`config.mk`:
```
export PLATFORM = sky130hd
export DESIGN_NAME = uart_tx_stage
export DESIGN_NICKNAME = d
export VERILOG_FILES = /design/src/rtl/uart_tx_stage.sv
export SDC_FILE = /design/constraint.sdc
export NUM_CORES = 1
export LEC_CHECK = 0
export ABC_AREA = 1
export CAP_MARGIN = 20
export CORE_MARGIN = 2
export CORE_UTILIZATION = 37
export DETAILED_ROUTE_END_ITERATION = 6
export GPL_ROUTABILITY_DRIVEN = 0
export HOLD_SLACK_MARGIN = 0.06
export PLACE_DENSITY = 0.62
export SETUP_SLACK_MARGIN = 0.5
export SYNTH_ARGS = -nofsm -noshare
export SYNTH_HDL_FRONTEND = slang
export SYNTH_SLANG_ARGS = --single-unit
export TNS_END_PERCENT = 1
```
`constraint.sdc`:
```
create_clock -name clk -period 2.2 [get_ports clk]
set_input_delay 0.44 -clock clk [delete_from_list [all_inputs] [get_ports clk]]
set_output_delay 0.44 -clock clk [all_outputs]
set_load 0.005 [all_outputs]
```
`src/rtl/uart_tx_stage.sv`:
```
//-----------------------------------------------------------------------------
// uart_tx_stage
//
// 8N1 UART transmitter feeding the UART_TX PMOD pin. Bytes arrive over a
// valid/ready handshake and are sent LSB first: one low start bit, eight data
// bits, and one high stop bit. Each bit lasts CLKS_PER_BIT cycles. The line
// idles high.
//
// Ports:
//   clk    in   1  system clock; all state changes on its rising edge
//   rst    in   1  asynchronous, active-high reset
//   data   in   8  byte to send; sampled only on the acceptance edge
//   valid  in   1  upstream has a byte on data
//   ready  out  1  registered; high while the block can accept a byte
//   tx     out  1  registered serial line
//-----------------------------------------------------------------------------
`timescale 1ns/1ps

module uart_tx_stage #(
    parameter int CLK_HZ       = 100_000_000,
    parameter int BAUD         = 115200,
    parameter int CLKS_PER_BIT = CLK_HZ / BAUD
) (
    input  logic       clk,
    input  logic       rst,
    input  logic [7:0] data,
    input  logic       valid,
    output logic       ready,
    output logic       tx
);

    // A one-cycle bit would leave no room for the counter to wrap.
    generate
        if (CLKS_PER_BIT < 2) begin : g_bad_cpb
            $error("uart_tx_stage: CLKS_PER_BIT must be >= 2");
        end
    endgenerate

    localparam int CNT_W = (CLKS_PER_BIT > 1) ? $clog2(CLKS_PER_BIT) : 1;
    localparam logic [CNT_W-1:0] CNT_LAST = CNT_W'(CLKS_PER_BIT - 1);

    typedef enum logic [1:0] {
        IDLE  = 2'd0,
        START = 2'd1,
        DATA  = 2'd2,
        STOP  = 2'd3
    } state_t;

    state_t           state_r;
    logic [CNT_W-1:0] cnt_r;
    logic [2:0]       idx_r;
    logic [7:0]       shift_r;
    logic             bit_done_s;

    // Last cycle of the current bit period.
    assign bit_done_s = (cnt_r == CNT_LAST);

    // Transmit FSM; tx and ready are driven straight from flops.
    always_ff @(posedge clk or posedge rst) begin
        if (rst) begin
            state_r <= IDLE;
            cnt_r   <= {CNT_W{1'b0}};
            idx_r   <= 3'd0;
            shift_r <= 8'h00;
            tx      <= 1'b1;
            ready   <= 1'b0;
        end else begin
            case (state_r)
                IDLE: begin
                    cnt_r <= {CNT_W{1'b0}};
                    idx_r <= 3'd0;
                    // ready is a flop, so the first edge after reset only
                    // raises it; acceptance needs it already high.
                    if (valid && ready) begin
                        shift_r <= data;
                        state_r <= START;
                        tx      <= 1'b0;
                        ready   <= 1'b0;
                    end else begin
                        tx      <= 1'b1;
                        ready   <= 1'b1;
                    end
                end
                START: begin
                    ready <= 1'b0;
                    if (bit_done_s) begin
                        cnt_r   <= {CNT_W{1'b0}};
                        idx_r   <= 3'd0;
                        state_r <= DATA;
                        tx      <= shift_r[0];
                    end else begin
                        cnt_r   <= cnt_r + CNT_W'(1);
                        tx      <= 1'b0;
                    end
                end
                DATA: begin
                    ready <= 1'b0;
                    if (bit_done_s) begin
                        cnt_r <= {CNT_W{1'b0}};
                        // Index stops at 7; the stop bit follows, never a 9th bit.
                        if (idx_r == 3'd7) begin
                            state_r <= STOP;
                            tx      <= 1'b1;
                        end else begin
                            idx_r   <= idx_r + 3'd1;
                            tx      <= shift_r[idx_r + 3'd1];
                        end
                    end else begin
                        cnt_r <= cnt_r + CNT_W'(1);
                    end
                end
                STOP: begin
                    tx <= 1'b1;
                    if (bit_done_s) begin
                        // ready rises on the last stop edge so a held valid is
                        // taken one edge later: frames are 10*CPB+1 apart.
                        cnt_r   <= {CNT_W{1'b0}};
                        state_r <= IDLE;
                        ready   <= 1'b1;
                    end else begin
                        cnt_r   <= cnt_r + CNT_W'(1);
                        ready   <= 1'b0;
                    end
                end
                default: begin
                    state_r <= IDLE;
                    cnt_r   <= {CNT_W{1'b0}};
                    idx_r   <= 3'd0;
                    tx      <= 1'b1;
                    ready   <= 1'b0;
                end
            endcase
        end
    end

endmodule
```
==> impl_results.html, run 1 <==
<table>
<tr><th>Metric</th><th>Value</th></tr>
<tr><th colspan="2">Run status</th></tr>
<tr><td>Run status</td><td>completed</td></tr>
<tr><th colspan="2">Setup path</th></tr>
<tr><td>Worst EP arrival</td><td>1.20 ns</td></tr>
<tr><td>Slowest stage cell on the critical path</td><td>sky130_fd_sc_hd__clkdlybuf4s50_1</td></tr>
<tr><td>Buf/Inv on CP</td><td>1</td></tr>
<tr><td>Required time of the worst setup path</td><td>1.76 ns</td></tr>
<tr><td>Category of the worst setup path capture point</td><td>primary output</td></tr>
<tr><td>CP startpoint kind</td><td>flip-flop</td></tr>
<tr><td>Max incr delay on CP</td><td>0.52 ns</td></tr>
<tr><td>Worst path top cell family by delay</td><td>buffers and inverters</td></tr>
<tr><td>Startpoint-to-endpoint class of the critical path</td><td>reg2out</td></tr>
<tr><td>Critical path cell sequence</td><td>clkdlybuf4s50_1</td></tr>
<tr><td>Worst setup path start</td><td>ready</td></tr>
<tr><td>Highest net fanout along the worst path</td><td>3</td></tr>
<tr><td>FF-to-FF Start</td><td>idx_r[0]</td></tr>
<tr><td>Internal reg-to-reg setup slack</td><td>0.68 ns</td></tr>
<tr><th colspan="2">Global route</th></tr>
<tr><td>Number of global-route vias before repair</td><td>1035</td></tr>
<tr><td>Initial antenna violation count</td><td>0</td></tr>
<tr><td>Fraction of met2 tracks used by global routing</td><td>0.224</td></tr>
<tr><td>Global-route wire length before repair</td><td>4490 um</td></tr>
<tr><td>Global-route usage over all layers</td><td>0.136</td></tr>
<tr><td>Largest net degree at the start of global routing</td><td>26</td></tr>
<tr><td>Met3 demand-to-capacity share in global routing</td><td>0.0156</td></tr>
<tr><td>Met1 Resource Use GR</td><td>0.180</td></tr>
<tr><td>Total gr overflow</td><td>0</td></tr>
<tr><td>Most utilized layer in the global route result</td><td>met2</td></tr>
<tr><th colspan="2">Yosys</th></tr>
<tr><td>Synth Cell Area</td><td>1380 um^2</td></tr>
<tr><td>Post-synth top area cell</td><td>sky130_fd_sc_hd__dfrtp_1</td></tr>
<tr><td>Flip-flop and latch count after synthesis</td><td>25</td></tr>
<tr><td>Simple-gate share of the synthesized area</td><td>0.265</td></tr>
<tr><td>Mean instance size in the synthesized netlist</td><td>8.41 um^2</td></tr>
<tr><td>Number of distinct library cells after synthesis</td><td>27</td></tr>
<tr><td>Syn nets</td><td>184</td></tr>
<tr><td>Dominant combinational cell family by area after synthesis</td><td>simple AND/OR/NAND/NOR gates</td></tr>
<tr><td>Share of the synthesized area in the top cell type</td><td>0.436</td></tr>
<tr><td>Fraction of synthesized cell area in xor and xnor cells</td><td>0.0254</td></tr>
<tr><td>Cell count after synthesis</td><td>164</td></tr>
<tr><td>Adder and majority gate portion of the synthesized area</td><td>0.0817</td></tr>
<tr><td>Complex-gate fraction of the synthesized area</td><td>0.0907</td></tr>
<tr><td>Portion of the post-synthesis area used by sequential elements</td><td>0.455</td></tr>
<tr><td>Share of cell area taken by muxes after synthesis</td><td>0.00817</td></tr>
<tr><td>Total of warnings raised by yosys</td><td>0</td></tr>
<tr><td>Top area cells in the synthesized netlist</td><td>sky130_fd_sc_hd__dfrtp_1 44%, sky130_fd_sc_hd__nand2_1 8.7%, sky130_fd_sc_hd__ha_1 8.2%, sky130_fd_sc_hd__inv_1 6.5%, sky130_fd_sc_hd__nor2_1 5.2%</td></tr>
<tr><th colspan="2">Hold path</th></tr>
<tr><td>Tightest Hold Check Type</td><td>reg2reg</td></tr>
<tr><td>Hold path startpoint</td><td>tx</td></tr>
<tr><th colspan="2">Power and ir drop</th></tr>
<tr><td>Worst ir drop on vdd</td><td>502 uV</td></tr>
<tr><td>Reported leakage power</td><td>0.738 nW</td></tr>
<tr><td>Switching power total</td><td>679 uW</td></tr>
<tr><td>Part of the total power dissipated in combinational logic</td><td>0.424</td></tr>
<tr><td>Clk network pwr share</td><td>0.156</td></tr>
<tr><td>Sequential group share of total power</td><td>0.420</td></tr>
<tr><td>Switching share of total power</td><td>0.395</td></tr>
<tr><td>Power density over the cells</td><td>1070 nW/um^2</td></tr>
<tr><td>Internal power summed over all cells</td><td>1.04 mW</td></tr>
<tr><th colspan="2">Timing</th></tr>
<tr><td>Max transition margin</td><td>0.744</td></tr>
<tr><td>Tmin final</td><td>1.64 ns</td></tr>
<tr><td>Unrepaired setup endpoints after global routing</td><td>false</td></tr>
<tr><td>Final hold vios</td><td>0</td></tr>
<tr><td>Setup Skew</td><td>0.00368 ns</td></tr>
<tr><td>Count of final setup violators</td><td>0</td></tr>
<tr><td>Worst Setup Slack, final</td><td>0.560 ns</td></tr>
<tr><td>Setup Total Neg Slack</td><td>0 ns</td></tr>
<tr><td>Share of the cycle needed by the critical path after routing</td><td>0.745</td></tr>
<tr><td>Final max-slew violation count</td><td>0</td></tr>
<tr><td>Highest attainable clock frequency</td><td>610 MHz</td></tr>
<tr><td>Slew at the pin closest to its max-slew limit</td><td>0.385 ns</td></tr>
<tr><th colspan="2">Finish</th></tr>
<tr><td>Most used cells in the layout excluding fill and tap cells</td><td>32 x sky130_fd_sc_hd__nand2_1, 24 x sky130_fd_sc_hd__inv_1, 23 x sky130_fd_sc_hd__dfrtp_1</td></tr>
<tr><td>Share of cells above drive strength 1</td><td>0.117</td></tr>
<tr><td>Number of fill cells</td><td>384</td></tr>
<tr><td>Area delta synth-&gt;final</td><td>16.5%</td></tr>
<tr><td>Net total in the final layout</td><td>200</td></tr>
<tr><td>Antenna diodes</td><td>0</td></tr>
<tr><td>Most common cell after layout, fill and taps aside</td><td>sky130_fd_sc_hd__nand2_1</td></tr>
<tr><th colspan="2">Place</th></tr>
<tr><td>Worst setup slack after placement</td><td>0.589 ns</td></tr>
<tr><td>Port Buffers</td><td>12</td></tr>
<tr><td>HPWL Detailed</td><td>1900 um</td></tr>
<tr><th colspan="2">CTS</th></tr>
<tr><td>Cts bufs inserted</td><td>3</td></tr>
<tr><td>Clock transition at the registers of the reported paths</td><td>0.08 ns</td></tr>
<tr><td>H-tree Lvls</td><td>1</td></tr>
<tr><td>Maximum buffer depth of the clock tree</td><td>2</td></tr>
<tr><td>Library cell used as clock root buffer</td><td>sky130_fd_sc_hd__clkbuf_8</td></tr>
<tr><td>Clock latency on the worst-skew pair</td><td>0.27 ns</td></tr>
<tr><td>CTS tree</td><td>yes</td></tr>
<tr><td>TritonCTS Sinks</td><td>25</td></tr>
<tr><th colspan="2">Route</th></tr>
<tr><td>DRC violations left</td><td>0</td></tr>
<tr><td>First drt pass iteration count</td><td>4</td></tr>
<tr><td>Detailed-route wire length per cell</td><td>10.6 um</td></tr>
<tr><td>Antenna viol nets, final</td><td>0</td></tr>
<tr><td>Aggregate routed wire length</td><td>2400 um</td></tr>
<tr><td>Initial DRC Count</td><td>17</td></tr>
<tr><td>Vias/cell</td><td>4.57</td></tr>
<tr><td>Total via count after detailed routing</td><td>1037</td></tr>
<tr><th colspan="2">Die</th></tr>
<tr><td>Standard-cell row count</td><td>22</td></tr>
<tr><td>Vertical extent of the die</td><td>65.0 um</td></tr>
<tr><td>Floorplan core area</td><td>3630 um^2</td></tr>
<tr><td>Top-level I/O count</td><td>13</td></tr>
<tr><td>DIE WIDTH</td><td>65.0 um</td></tr>
<tr><td>Starting utilization of the core area</td><td>0.379</td></tr>
<tr><td>Die area</td><td>4230 um^2</td></tr>
<tr><th colspan="2">Job</th></tr>
<tr><td>Number of max-capacitance violations reported</td><td>0</td></tr>
</table>
-- state kept, by name, indices dropped and copies added (netlist names) --
name and count:
tx 1, ready 1, idx_r 3, cnt_r 10, shift_r 8, state_r 2
-- final timing paths --
check | cells past startpoint | endpoint
setup / recovery | 1 | ready
hold / removal | 2 | tx
setup reg to reg | 8 | tx
hold reg to reg | 2 | tx
max in group asynchronous | 3 | tx
min in group asynchronous | 3 | shift_r[1]
-- power groups by stage --
stage / clock, mW / sequential (mW) / combinational (mW)
6_report: 0.268 / 0.723 / 0.729
3_5_place_dp: 0 / 0.730 / 0.745
5_1_grt: 0.308 / 0.746 / 0.849
4_1_cts: 0.280 / 0.721 / 0.741
2_1_floorplan: 0 / 0.695 / 0.571
3_3_place_gp: 0 / 0.725 / 0.725
-- cell usage after synthesis --
master	n
sky130_fd_sc_hd__nand2_2	3
sky130_fd_sc_hd__nor2_1	19
sky130_fd_sc_hd__nand4_2	2
sky130_fd_sc_hd__o21ai_1	5
sky130_fd_sc_hd__ha_1	9
sky130_fd_sc_hd__xnor2_1	1
sky130_fd_sc_hd__nand3_1	8
sky130_fd_sc_hd__dfrtp_1	24
sky130_fd_sc_hd__nor2_4	1
sky130_fd_sc_hd__mux2_2	1
sky130_fd_sc_hd__o21ai_0	1
sky130_fd_sc_hd__xor2_1	3
sky130_fd_sc_hd__nor3_1	4
sky130_fd_sc_hd__nand3_4	1
sky130_fd_sc_hd__clkbuf_2	1
sky130_fd_sc_hd__nand2_1	32
sky130_fd_sc_hd__a31oi_1	1
sky130_fd_sc_hd__nor2_2	3
sky130_fd_sc_hd__nand4_1	1
sky130_fd_sc_hd__or2_2	1
sky130_fd_sc_hd__a21boi_0	1
sky130_fd_sc_hd__clkbuf_1	2
sky130_fd_sc_hd__a21oi_1	13
sky130_fd_sc_hd__dfstp_2	1
sky130_fd_sc_hd__o21ai_4	1
sky130_fd_sc_hd__nor3_2	1
sky130_fd_sc_hd__inv_1	24
-- worst min-delay path: stages (launching register included) --
cell                      delay, ns
sky130_fd_sc_hd__dfstp_2       0.38
sky130_fd_sc_hd__nor2_1        0.09
sky130_fd_sc_hd__a21oi_1       0.05
-- metrics by stage --
step                power, mW  cells   util  hold slack [ns]  area, um^2
floorplan                1.27    164      -            0.463        1380
global placement         1.45    223  0.430            0.483        1560
detailed placement       1.48    223  0.430            0.500        1560
CTS                      1.74    227  0.442            0.508        1610
global route             1.90    227  0.442            0.514        1610
finish                   1.72    227  0.442            0.507        1610
-- timing repair --
action	4_1_cts	5_1_grt
gates cloned	0	0
gates resized for setup	1	1
hold buffers	0	0
setup buffers	0	0
endpoints found under the setup margin	1	2
-- cells by family after synthesis --
kind of cell             after synthesis
buffers and inverters                 27
flip-flops                            25
XOR/XNOR                               4
AO/OA/AOI/OAI                         22
multiplexers                           1
AND/OR/NAND/NOR                       76
adder cells (fa/ha/maj)                9
-- area by class of cell --
type	instances	area [um^2]	share of cell area
clock buffers	4	45.0	0.0280
inverters	24	90.1	0.0561
multi-input cells	112	649	0.404
flip-flops and latches	25	628	0.391
well taps	48	60.1	0.0374
repair buffers	14	134	0.0833
-- routing by layer --
metal | vias up | share of wire | wire (um)
met1 | 466 | 0.49 | 1180
li1 | 548 | - | -
met3 | 5 | 0.023 | 55
met4 | 0 | 0.022 | 53
met2 | 18 | 0.47 | 1120
met5 | - | 0 | 0
No activity file was read; power rests on OpenSTA's default activity.
==> inputs of run 2 (changes only) <==
- clock period: 2.2 -> 1.7 ns (I/O delays scaled with it)
==> run 2 against run 1 <==
Sequential share of layout area fell by 3.6 points. Power rose by 47%. Sequential power rose by 28%. First-iteration DRC count rose by 120%. Design area rose by 10%. Register-to-register slack got worse by 0.38 ns. Via count rose by 8.4%. Cell count rose by 4.4%. Clock-buffer cell count fell by 1. Non-clock buffer count rose by 10. Combinational power rose by 69%. Critical path depth rose by 7. Critical path type is now reg2reg.
==> impl_results.html, run 2 (synthesis gave the netlist of run 1 again) <==
<table>
<tr><th>Metric</th><th>Value</th></tr>
<tr><th colspan="2">Route</th></tr>
<tr><td>DRC violations left</td><td>0 (unchanged)</td></tr>
<tr><td>Vias/cell</td><td>4.74 (+3.8%)</td></tr>
<tr><td>Detailed-route wire length per cell</td><td>11.6 um (+9.4%)</td></tr>
<tr><td>Antenna viol nets, final</td><td>0 (unchanged)</td></tr>
<tr><td>Total via count after detailed routing</td><td>1124 (+8.4%)</td></tr>
<tr><td>First drt pass iteration count</td><td>4 (unchanged)</td></tr>
<tr><td>Initial DRC Count</td><td>38 (+21)</td></tr>
<tr><td>Aggregate routed wire length</td><td>2750 um (+14%)</td></tr>
<tr><th colspan="2">Timing</th></tr>
<tr><td>Final hold vios</td><td>0 (unchanged)</td></tr>
<tr><td>Unrepaired setup endpoints after global routing</td><td>true</td></tr>
<tr><td>Worst Setup Slack, final</td><td>0.302 ns (-0.258 ns)</td></tr>
<tr><td>Tmin final</td><td>1.40 ns</td></tr>
<tr><td>Setup Skew</td><td>0.00493 ns (+0.00124 ns)</td></tr>
<tr><td>Count of final setup violators</td><td>0 (unchanged)</td></tr>
<tr><td>Setup Total Neg Slack</td><td>0 ns (unchanged)</td></tr>
<tr><td>Slew at the pin closest to its max-slew limit</td><td>0.386 ns (+0.000899 ns)</td></tr>
<tr><td>Highest attainable clock frequency</td><td>715 MHz</td></tr>
<tr><td>Max transition margin</td><td>0.743 (-0.000882)</td></tr>
<tr><td>Share of the cycle needed by the critical path after routing</td><td>0.822</td></tr>
<tr><td>Final max-slew violation count</td><td>0 (unchanged)</td></tr>
<tr><th colspan="2">Finish</th></tr>
<tr><td>Most common cell after layout, fill and taps aside</td><td>sky130_fd_sc_hd__nand2_1</td></tr>
<tr><td>Register containing the most flip-flops in the final layout</td><td>cnt_r</td></tr>
<tr><td>Most used cells in the layout excluding fill and tap cells</td><td>29 x sky130_fd_sc_hd__nand2_1, 22 x sky130_fd_sc_hd__dfrtp_1, 21 x sky130_fd_sc_hd__inv_1</td></tr>
<tr><td>Antenna diodes</td><td>0 (unchanged)</td></tr>
<tr><td>Share of cells above drive strength 1</td><td>0.238 (+0.121)</td></tr>
<tr><td>Number of fill cells</td><td>350 (-8.9%)</td></tr>
<tr><td>Flip-flop count of the largest register, all copies and words added</td><td>10 (unchanged)</td></tr>
<tr><td>Fin cells</td><td>237 (+4.4%)</td></tr>
<tr><td>Largest registers in the final layout</td><td>cnt_r: 10 flops, shift_r: 8 flops, idx_r: 3 flops</td></tr>
<tr><td>Area delta synth-&gt;final</td><td>28.6%</td></tr>
<tr><td>Core Util, Final</td><td>0.488 (+0.0458)</td></tr>
<tr><td>Net total in the final layout</td><td>210 (+5.0%)</td></tr>
<tr><th colspan="2">Power and ir drop</th></tr>
<tr><td>Switching share of total power</td><td>0.401 (+0.00662)</td></tr>
<tr><td>Part of the total power dissipated in combinational logic</td><td>0.487 (+0.063)</td></tr>
<tr><td>Reported leakage power</td><td>0.783 nW (+6.0%)</td></tr>
<tr><td>Clk network pwr share</td><td>0.147 (-0.009)</td></tr>
<tr><td>Worst ir drop on vdd</td><td>437 uV (-13%)</td></tr>
<tr><td>Internal power summed over all cells</td><td>1.51 mW (+45%)</td></tr>
<tr><td>Power density over the cells</td><td>1420 nW/um^2 (+33%)</td></tr>
<tr><td>Sequential group share of total power</td><td>0.366 (-0.054)</td></tr>
<tr><td>Switching power total</td><td>1.01 mW (+49%)</td></tr>
<tr><td>Power Total</td><td>2.52 mW (+47%)</td></tr>
<tr><th colspan="2">Global route</th></tr>
<tr><td>Global-route usage over all layers</td><td>0.146 (+0.00962)</td></tr>
<tr><td>Met1 Resource Use GR</td><td>0.178 (-0.00200)</td></tr>
<tr><td>Number of global-route vias before repair</td><td>1139 (+10%)</td></tr>
<tr><td>Fraction of met2 tracks used by global routing</td><td>0.263 (+0.0387)</td></tr>
<tr><td>Most utilized layer in the global route result</td><td>met2</td></tr>
<tr><td>Initial antenna violation count</td><td>0 (unchanged)</td></tr>
<tr><td>Met3 demand-to-capacity share in global routing</td><td>0.0208 (+0.00521)</td></tr>
<tr><td>Total gr overflow</td><td>0 (unchanged)</td></tr>
<tr><td>Largest net degree at the start of global routing</td><td>18 (-31%)</td></tr>
<tr><td>Global-route wire length before repair</td><td>4870 um (+8.6%)</td></tr>
<tr><th colspan="2">Place</th></tr>
<tr><td>HPWL Detailed</td><td>1990 um (+4.7%)</td></tr>
<tr><td>Worst setup slack after placement</td><td>0.202 ns (-0.387 ns)</td></tr>
<tr><td>Placed Instances</td><td>225 (+0.90%)</td></tr>
<tr><td>Port Buffers</td><td>12 (unchanged)</td></tr>
<tr><th colspan="2">Setup path</th></tr>
<tr><td>Required time of the worst setup path</td><td>1.87 ns (+0.11 ns)</td></tr>
<tr><td>Startpoint-to-endpoint class of the critical path</td><td>reg2reg</td></tr>
<tr><td>Category of the worst setup path capture point</td><td>flip-flop</td></tr>
<tr><td>CP startpoint kind</td><td>flip-flop</td></tr>
<tr><td>Worst EP arrival</td><td>1.57 ns (+0.37 ns)</td></tr>
<tr><td>Highest net fanout along the worst path</td><td>4 (+1)</td></tr>
<tr><th colspan="2">CTS</th></tr>
<tr><td>Clock latency on the worst-skew pair</td><td>0.28 ns (about the same)</td></tr>
<tr><td># hold bufs at CTS</td><td>0 (unchanged)</td></tr>
<tr><td>H-tree Lvls</td><td>1 (unchanged)</td></tr>
<tr><td>CTS tree</td><td>yes</td></tr>
<tr><td>Library cell used as clock root buffer</td><td>sky130_fd_sc_hd__clkbuf_8</td></tr>
<tr><td>Cts bufs inserted</td><td>3 (unchanged)</td></tr>
<tr><td>TritonCTS Sinks</td><td>25 (unchanged)</td></tr>
<tr><td>Maximum buffer depth of the clock tree</td><td>2 (unchanged)</td></tr>
<tr><td>Clock transition at the registers of the reported paths</td><td>0.09 ns (about the same)</td></tr>
<tr><th colspan="2">Run status</th></tr>
<tr><td>Run status</td><td>completed</td></tr>
<tr><th colspan="2">Die</th></tr>
<tr><td>Top-level I/O count</td><td>13 (unchanged)</td></tr>
<tr><td>Standard-cell row count</td><td>22 (unchanged)</td></tr>
<tr><td>Die area</td><td>4230 um^2 (unchanged)</td></tr>
<tr><td>Starting utilization of the core area</td><td>0.379 (unchanged)</td></tr>
<tr><td>DIE WIDTH</td><td>65.0 um (unchanged)</td></tr>
<tr><td>Floorplan core area</td><td>3630 um^2 (unchanged)</td></tr>
<tr><td>Vertical extent of the die</td><td>65.0 um (unchanged)</td></tr>
<tr><th colspan="2">Hold path</th></tr>
<tr><td>Tightest Hold Check Type</td><td>in2async</td></tr>
<tr><th colspan="2">Job</th></tr>
<tr><td>Number of max-capacitance violations reported</td><td>0 (unchanged)</td></tr>
</table>
==> run 2: changes by cell type in the layout (fill, tap and decap cells not counted), sizes merged <==
| cell | delta |
|---|---|
| clkdlybuf4s50 | -1 |
| clkinvlp | +1 |
| clkdlybuf4s15 | +1 |
| clkbuf | -1 |
| buf | +10 |
==> run 2: metrics by stage <==
| step | cell area (um^2) | hold slack (ns) |
|---|---|---|
| finish | 1770 | 0.340 |
| global route | 1770 | 0.364 |
| CTS | 1740 | 0.351 |
| detailed placement | 1590 | 0.490 |
| global placement | 1590 | 0.489 |
| floorplan | 1380 | 0.367 |
==> run 2: layer usage <==
metal | share of wire | wire length (um)
met2 | 0.52 | 1430
met3 | 0.022 | 61
met4 | 0.013 | 37
met1 | 0.44 | 1220
met5 | 0 | 0
==> run 2: worst paths after layout <==
path | to | startpoint | depth (start not counted) | slack [ns]
worst max-delay path | state_r[0] | cnt_r[1] | 8 | 0.30
worst min-delay path | cnt_r[1] | rst | 2 | 0.34
worst max register to register | state_r[0] | cnt_r[1] | 8 | 0.30
worst min register to register | tx | tx | 2 | 0.52
max in group asynchronous | idx_r[0] | rst | 3 | 0.93
min in group clk | tx | tx | 2 | 0.52
==> run 2: timing repair <==
action,4_1_cts,5_1_grt
buffers inserted,6,2
pin swaps,4,2
gates resized for setup,15,5
setup endpoints to repair,25,25
==> run 2: worst max-delay path: stages, from the launching register on <==
cell	delay, ns
sky130_fd_sc_hd__dfrtp_1	0.38
sky130_fd_sc_hd__ha_2	0.20
sky130_fd_sc_hd__nand2_2	0.08
sky130_fd_sc_hd__nor2_4	0.14
sky130_fd_sc_hd__nand3_4	0.11
sky130_fd_sc_hd__o21ai_4	0.11
sky130_fd_sc_hd__nand4_4	0.14
sky130_fd_sc_hd__nand2_1	0.08
sky130_fd_sc_hd__o21ai_1	0.05
==> run 2: layout make-up <==
type | instances | area, um^2 | area share
multi-input combinational | 112 | 723 | 0.408
clock buffer | 3 | 41.3 | 0.0233
tap | 48 | 60.1 | 0.0339
inverter | 24 | 90.1 | 0.0508
clock inverter | 1 | 7.51 | 0.00423
timing repair buffer | 24 | 221 | 0.125
sequential | 25 | 629 | 0.355
==> run 2: power groups by stage <==
stage	Clock, mW	Combinational, mW	Sequential, mW
after floorplan	0	0.750	0.902
after global placement	0	0.978	0.929
after detailed placement	0	0.991	0.944
after CTS	0.382	1.16	0.921
after global routing	0.416	1.41	0.948
final	0.371	1.23	0.923
==> inputs of run 3 (changes only) <==
- PLACE_DENSITY: 0.62 -> 0.64
- clock period: 1.7 -> 1.2 ns (I/O delays scaled with it)
==> run 3 against run 2 <==
The flow now finishes with violations (negative setup slack). Die area unchanged. Utilization increased by 6.7 points. First-iteration DRC count decreased by 5.3%. Combinational power increased by 74%. Critical path depth unchanged. Cell count increased by 8.0%. Clock power increased by 37%. Largest cell class unchanged. Largest power group unchanged.
==> impl_results.html, run 3 (synthesis gave the netlist of run 1 again) <==
<table>
<tr><th>Metric</th><th>Value</th></tr>
<tr><th colspan="2">Run status</th></tr>
<tr><td>Run status</td><td>finished, violations left</td></tr>
<tr><td>Violations in the final reports</td><td>negative setup slack</td></tr>
<tr><th colspan="2">Route</th></tr>
<tr><td>Aggregate routed wire length</td><td>2960 um (+7.9%)</td></tr>
<tr><td>Detailed-route wire length per cell</td><td>11.6 um (-0.14%)</td></tr>
<tr><td>Initial DRC Count</td><td>36 (-5.3%)</td></tr>
<tr><td>Antenna viol nets, final</td><td>0 (unchanged)</td></tr>
<tr><td>Total via count after detailed routing</td><td>1189 (+5.8%)</td></tr>
<tr><td>Vias/cell</td><td>4.64 (-2.1%)</td></tr>
<tr><td>First drt pass iteration count</td><td>4 (unchanged)</td></tr>
<tr><td>DRC violations left</td><td>0 (unchanged)</td></tr>
<tr><th colspan="2">Power and ir drop</th></tr>
<tr><td>Sequential group share of total power</td><td>0.329 (-0.037)</td></tr>
<tr><td>Switching share of total power</td><td>0.394 (-0.00746)</td></tr>
<tr><td>Clk network pwr share</td><td>0.129 (-0.018)</td></tr>
<tr><td>Reported leakage power</td><td>0.908 nW (+16%)</td></tr>
<tr><td>Power density over the cells</td><td>1950 nW/um^2 (+37%)</td></tr>
<tr><td>Internal power summed over all cells</td><td>2.39 mW (+58%)</td></tr>
<tr><td>Part of the total power dissipated in combinational logic</td><td>0.542 (+0.055)</td></tr>
<tr><td>Switching power total</td><td>1.55 mW (+53%)</td></tr>
<tr><td>Worst ir drop on vdd</td><td>765 uV (+75%)</td></tr>
<tr><th colspan="2">Finish</th></tr>
<tr><td>Largest registers in the final layout</td><td>cnt_r: 10 flops, shift_r: 8 flops, idx_r: 3 flops</td></tr>
<tr><td>Antenna diodes</td><td>0 (unchanged)</td></tr>
<tr><td>Core Util, Final</td><td>0.555 (+0.0671)</td></tr>
<tr><td>Net total in the final layout</td><td>229 (+9.0%)</td></tr>
<tr><td>Flip-flop count of the largest register, all copies and words added</td><td>10 (unchanged)</td></tr>
<tr><td>Register containing the most flip-flops in the final layout</td><td>cnt_r</td></tr>
<tr><td>Fin cells</td><td>256 (+8.0%)</td></tr>
<tr><td>Share of cells above drive strength 1</td><td>0.389 (+0.151)</td></tr>
<tr><td>Most used cells in the layout excluding fill and tap cells</td><td>29 x sky130_fd_sc_hd__nand2_1, 29 x sky130_fd_sc_hd__buf_4, 23 x sky130_fd_sc_hd__dfrtp_1</td></tr>
<tr><td>Area delta synth-&gt;final</td><td>46.3%</td></tr>
<tr><th colspan="2">Timing</th></tr>
<tr><td>Count of final setup violators</td><td>23 (+23)</td></tr>
<tr><td>Final hold vios</td><td>0 (unchanged)</td></tr>
<tr><td>Worst Setup Slack, final</td><td>-0.162 ns (-0.464 ns)</td></tr>
<tr><td>Setup Skew</td><td>0.00282 ns (-0.00210 ns)</td></tr>
<tr><td>Final max-slew violation count</td><td>0 (unchanged)</td></tr>
<tr><td>Unrepaired setup endpoints after global routing</td><td>true</td></tr>
<tr><td>Slew at the pin closest to its max-slew limit</td><td>0.287 ns (-0.0985 ns)</td></tr>
<tr><td>Share of the cycle needed by the critical path after routing</td><td>1.14 (+0.313)</td></tr>
<tr><td>Tmin final</td><td>1.36 ns (-0.0359 ns)</td></tr>
<tr><td>WHS</td><td>0.291 ns (-0.0487 ns)</td></tr>
<tr><td>Max transition margin</td><td>0.808 (+0.0655)</td></tr>
<tr><td>Highest attainable clock frequency</td><td>734 MHz (+2.6%)</td></tr>
<tr><th colspan="2">CTS</th></tr>
<tr><td>CTS tree</td><td>yes</td></tr>
<tr><td>Maximum buffer depth of the clock tree</td><td>2 (unchanged)</td></tr>
<tr><td>Clock transition at the registers of the reported paths</td><td>0.09 ns (about the same)</td></tr>
<tr><td>TritonCTS Sinks</td><td>25 (unchanged)</td></tr>
<tr><td>H-tree Lvls</td><td>1 (unchanged)</td></tr>
<tr><td>Clock latency on the worst-skew pair</td><td>0.26 ns (-0.02 ns)</td></tr>
<tr><td>Library cell used as clock root buffer</td><td>sky130_fd_sc_hd__clkbuf_8</td></tr>
<tr><td>Cts bufs inserted</td><td>3 (unchanged)</td></tr>
<tr><th colspan="2">Hold path</th></tr>
<tr><td>Tightest Hold Check Type</td><td>in2async</td></tr>
<tr><th colspan="2">Setup path</th></tr>
<tr><td>Required time of the worst setup path</td><td>1.35 ns (-0.52 ns)</td></tr>
<tr><td>Worst path top cell family by delay</td><td>flip-flops</td></tr>
<tr><td>CP startpoint kind</td><td>flip-flop</td></tr>
<tr><td>Buf/Inv on CP</td><td>3 (+3)</td></tr>
<tr><td>Critical path cell sequence</td><td>buf_4 -&gt; buf_4 -&gt; buf_4 -&gt; nand2_2 -&gt; nor3_4 -&gt; nand2_2 -&gt; xor2_2 -&gt; nor2_2</td></tr>
<tr><td>Max incr delay on CP</td><td>0.41 ns (+0.03 ns)</td></tr>
<tr><td>Startpoint-to-endpoint class of the critical path</td><td>reg2reg</td></tr>
<tr><td>Slowest stage cell on the critical path</td><td>sky130_fd_sc_hd__dfrtp_1</td></tr>
<tr><td>Worst EP arrival</td><td>1.52 ns (-0.05 ns)</td></tr>
<tr><td>Most frequent CP cell</td><td>sky130_fd_sc_hd__buf_4</td></tr>
<tr><td>Highest net fanout along the worst path</td><td>4 (unchanged)</td></tr>
<tr><td>Category of the worst setup path capture point</td><td>flip-flop</td></tr>
<tr><th colspan="2">Die</th></tr>
<tr><td>Vertical extent of the die</td><td>65.0 um (unchanged)</td></tr>
<tr><td>DIE WIDTH</td><td>65.0 um (unchanged)</td></tr>
<tr><td>Top-level I/O count</td><td>13 (unchanged)</td></tr>
<tr><td>Die area</td><td>4230 um^2 (unchanged)</td></tr>
<tr><td>Floorplan core area</td><td>3630 um^2 (unchanged)</td></tr>
<tr><td>Standard-cell row count</td><td>22 (unchanged)</td></tr>
<tr><td>Starting utilization of the core area</td><td>0.379 (unchanged)</td></tr>
<tr><th colspan="2">Global route</th></tr>
<tr><td>Initial antenna violation count</td><td>0 (unchanged)</td></tr>
<tr><td>Total gr overflow</td><td>0 (unchanged)</td></tr>
<tr><td>Number of global-route vias before repair</td><td>1174 (+3.1%)</td></tr>
<tr><td>Largest net degree at the start of global routing</td><td>26 (+8)</td></tr>
<tr><td>Global-route wire length before repair</td><td>5000 um (+2.5%)</td></tr>
<tr><td>Global-route usage over all layers</td><td>0.149 (+0.00333)</td></tr>
<tr><th colspan="2">Place</th></tr>
<tr><td>HPWL Detailed</td><td>2200 um (+11%)</td></tr>
<tr><td>Placed Instances</td><td>249 (+11%)</td></tr>
<tr><td>Port Buffers</td><td>12 (unchanged)</td></tr>
<tr><th colspan="2">Job</th></tr>
<tr><td>Number of max-capacitance violations reported</td><td>0 (unchanged)</td></tr>
</table>
[run 3: final timing paths]
kind,start,cells past startpoint,slack [ns],end
min in group clk,idx_r[1],2,0.52,idx_r[1]
max in group asynchronous,rst,3,0.68,tx
max reg2reg,cnt_r[0],8,-0.16,cnt_r[9]
min reg2reg,idx_r[1],2,0.52,idx_r[1]
min,rst,3,0.29,shift_r[6]
max,cnt_r[0],8,-0.16,cnt_r[9]
[run 3: metal layers]
metal  vias up  GRT usage  wire length [um]
met3         2     0.0208                82
li1        609          -                 -
met2        16      0.267              1520
met1       562      0.192              1340
met4         0     0.0339                18
met5         -          0                 0
[run 3: per-stage QoR]
step | setup TNS, ns | cell area [um^2] | setup WS (ns) | power [mW]
3_5_place_dp | -3.03 | 1770 | -0.191 | 3.04
4_1_cts | -2.02 | 1920 | -0.173 | 3.79
3_3_place_gp | -2.55 | 1770 | -0.153 | 2.96
2_1_floorplan | -1.86 | 1380 | -0.149 | 2.34
6_report | -1.88 | 2020 | -0.162 | 3.94
5_1_grt | -3.72 | 2020 | -0.237 | 4.28
[run 3: power groups by stage]
stage	registers, mW	clock network [mW]	logic, mW
floorplan	1.28	0	1.06
global placement	1.26	0	1.70
detailed placement	1.28	0	1.76
CTS	1.26	0.528	2.00
global route	1.33	0.560	2.39
finish	1.30	0.507	2.14
[run 3: what timing repair did]
| action | 4_1_cts | 5_1_grt |
|---|---|---|
| buffers inserted | 2 | 1 |
| hold buffers | 0 | 0 |
| endpoints found under the setup margin | 27 | 27 |
| gates resized for setup | 32 | 18 |
| pin swaps | 8 | 5 |
[run 3: worst register-to-register path, cell delays in order, from the launching register on]
cell	delay [ns]
sky130_fd_sc_hd__dfrtp_1	0.41
sky130_fd_sc_hd__buf_4	0.13
sky130_fd_sc_hd__buf_4	0.09
sky130_fd_sc_hd__buf_4	0.12
sky130_fd_sc_hd__nand2_2	0.08
sky130_fd_sc_hd__nor3_4	0.15
sky130_fd_sc_hd__nand2_2	0.09
sky130_fd_sc_hd__xor2_2	0.16
sky130_fd_sc_hd__nor2_2	0.05
[run 3: layout make-up]
| type | instances | area [um^2] |
|---|---|---|
| clock buffers | 3 | 41.3 |
| clock inverters | 1 | 7.51 |
| fillers | 353 | 1620 |
| inverters | 24 | 92.6 |
| multi-input cells | 112 | 820 |
| flip-flops and latches | 25 | 628 |
| well taps | 48 | 60.1 |
| repair buffers | 43 | 368 |
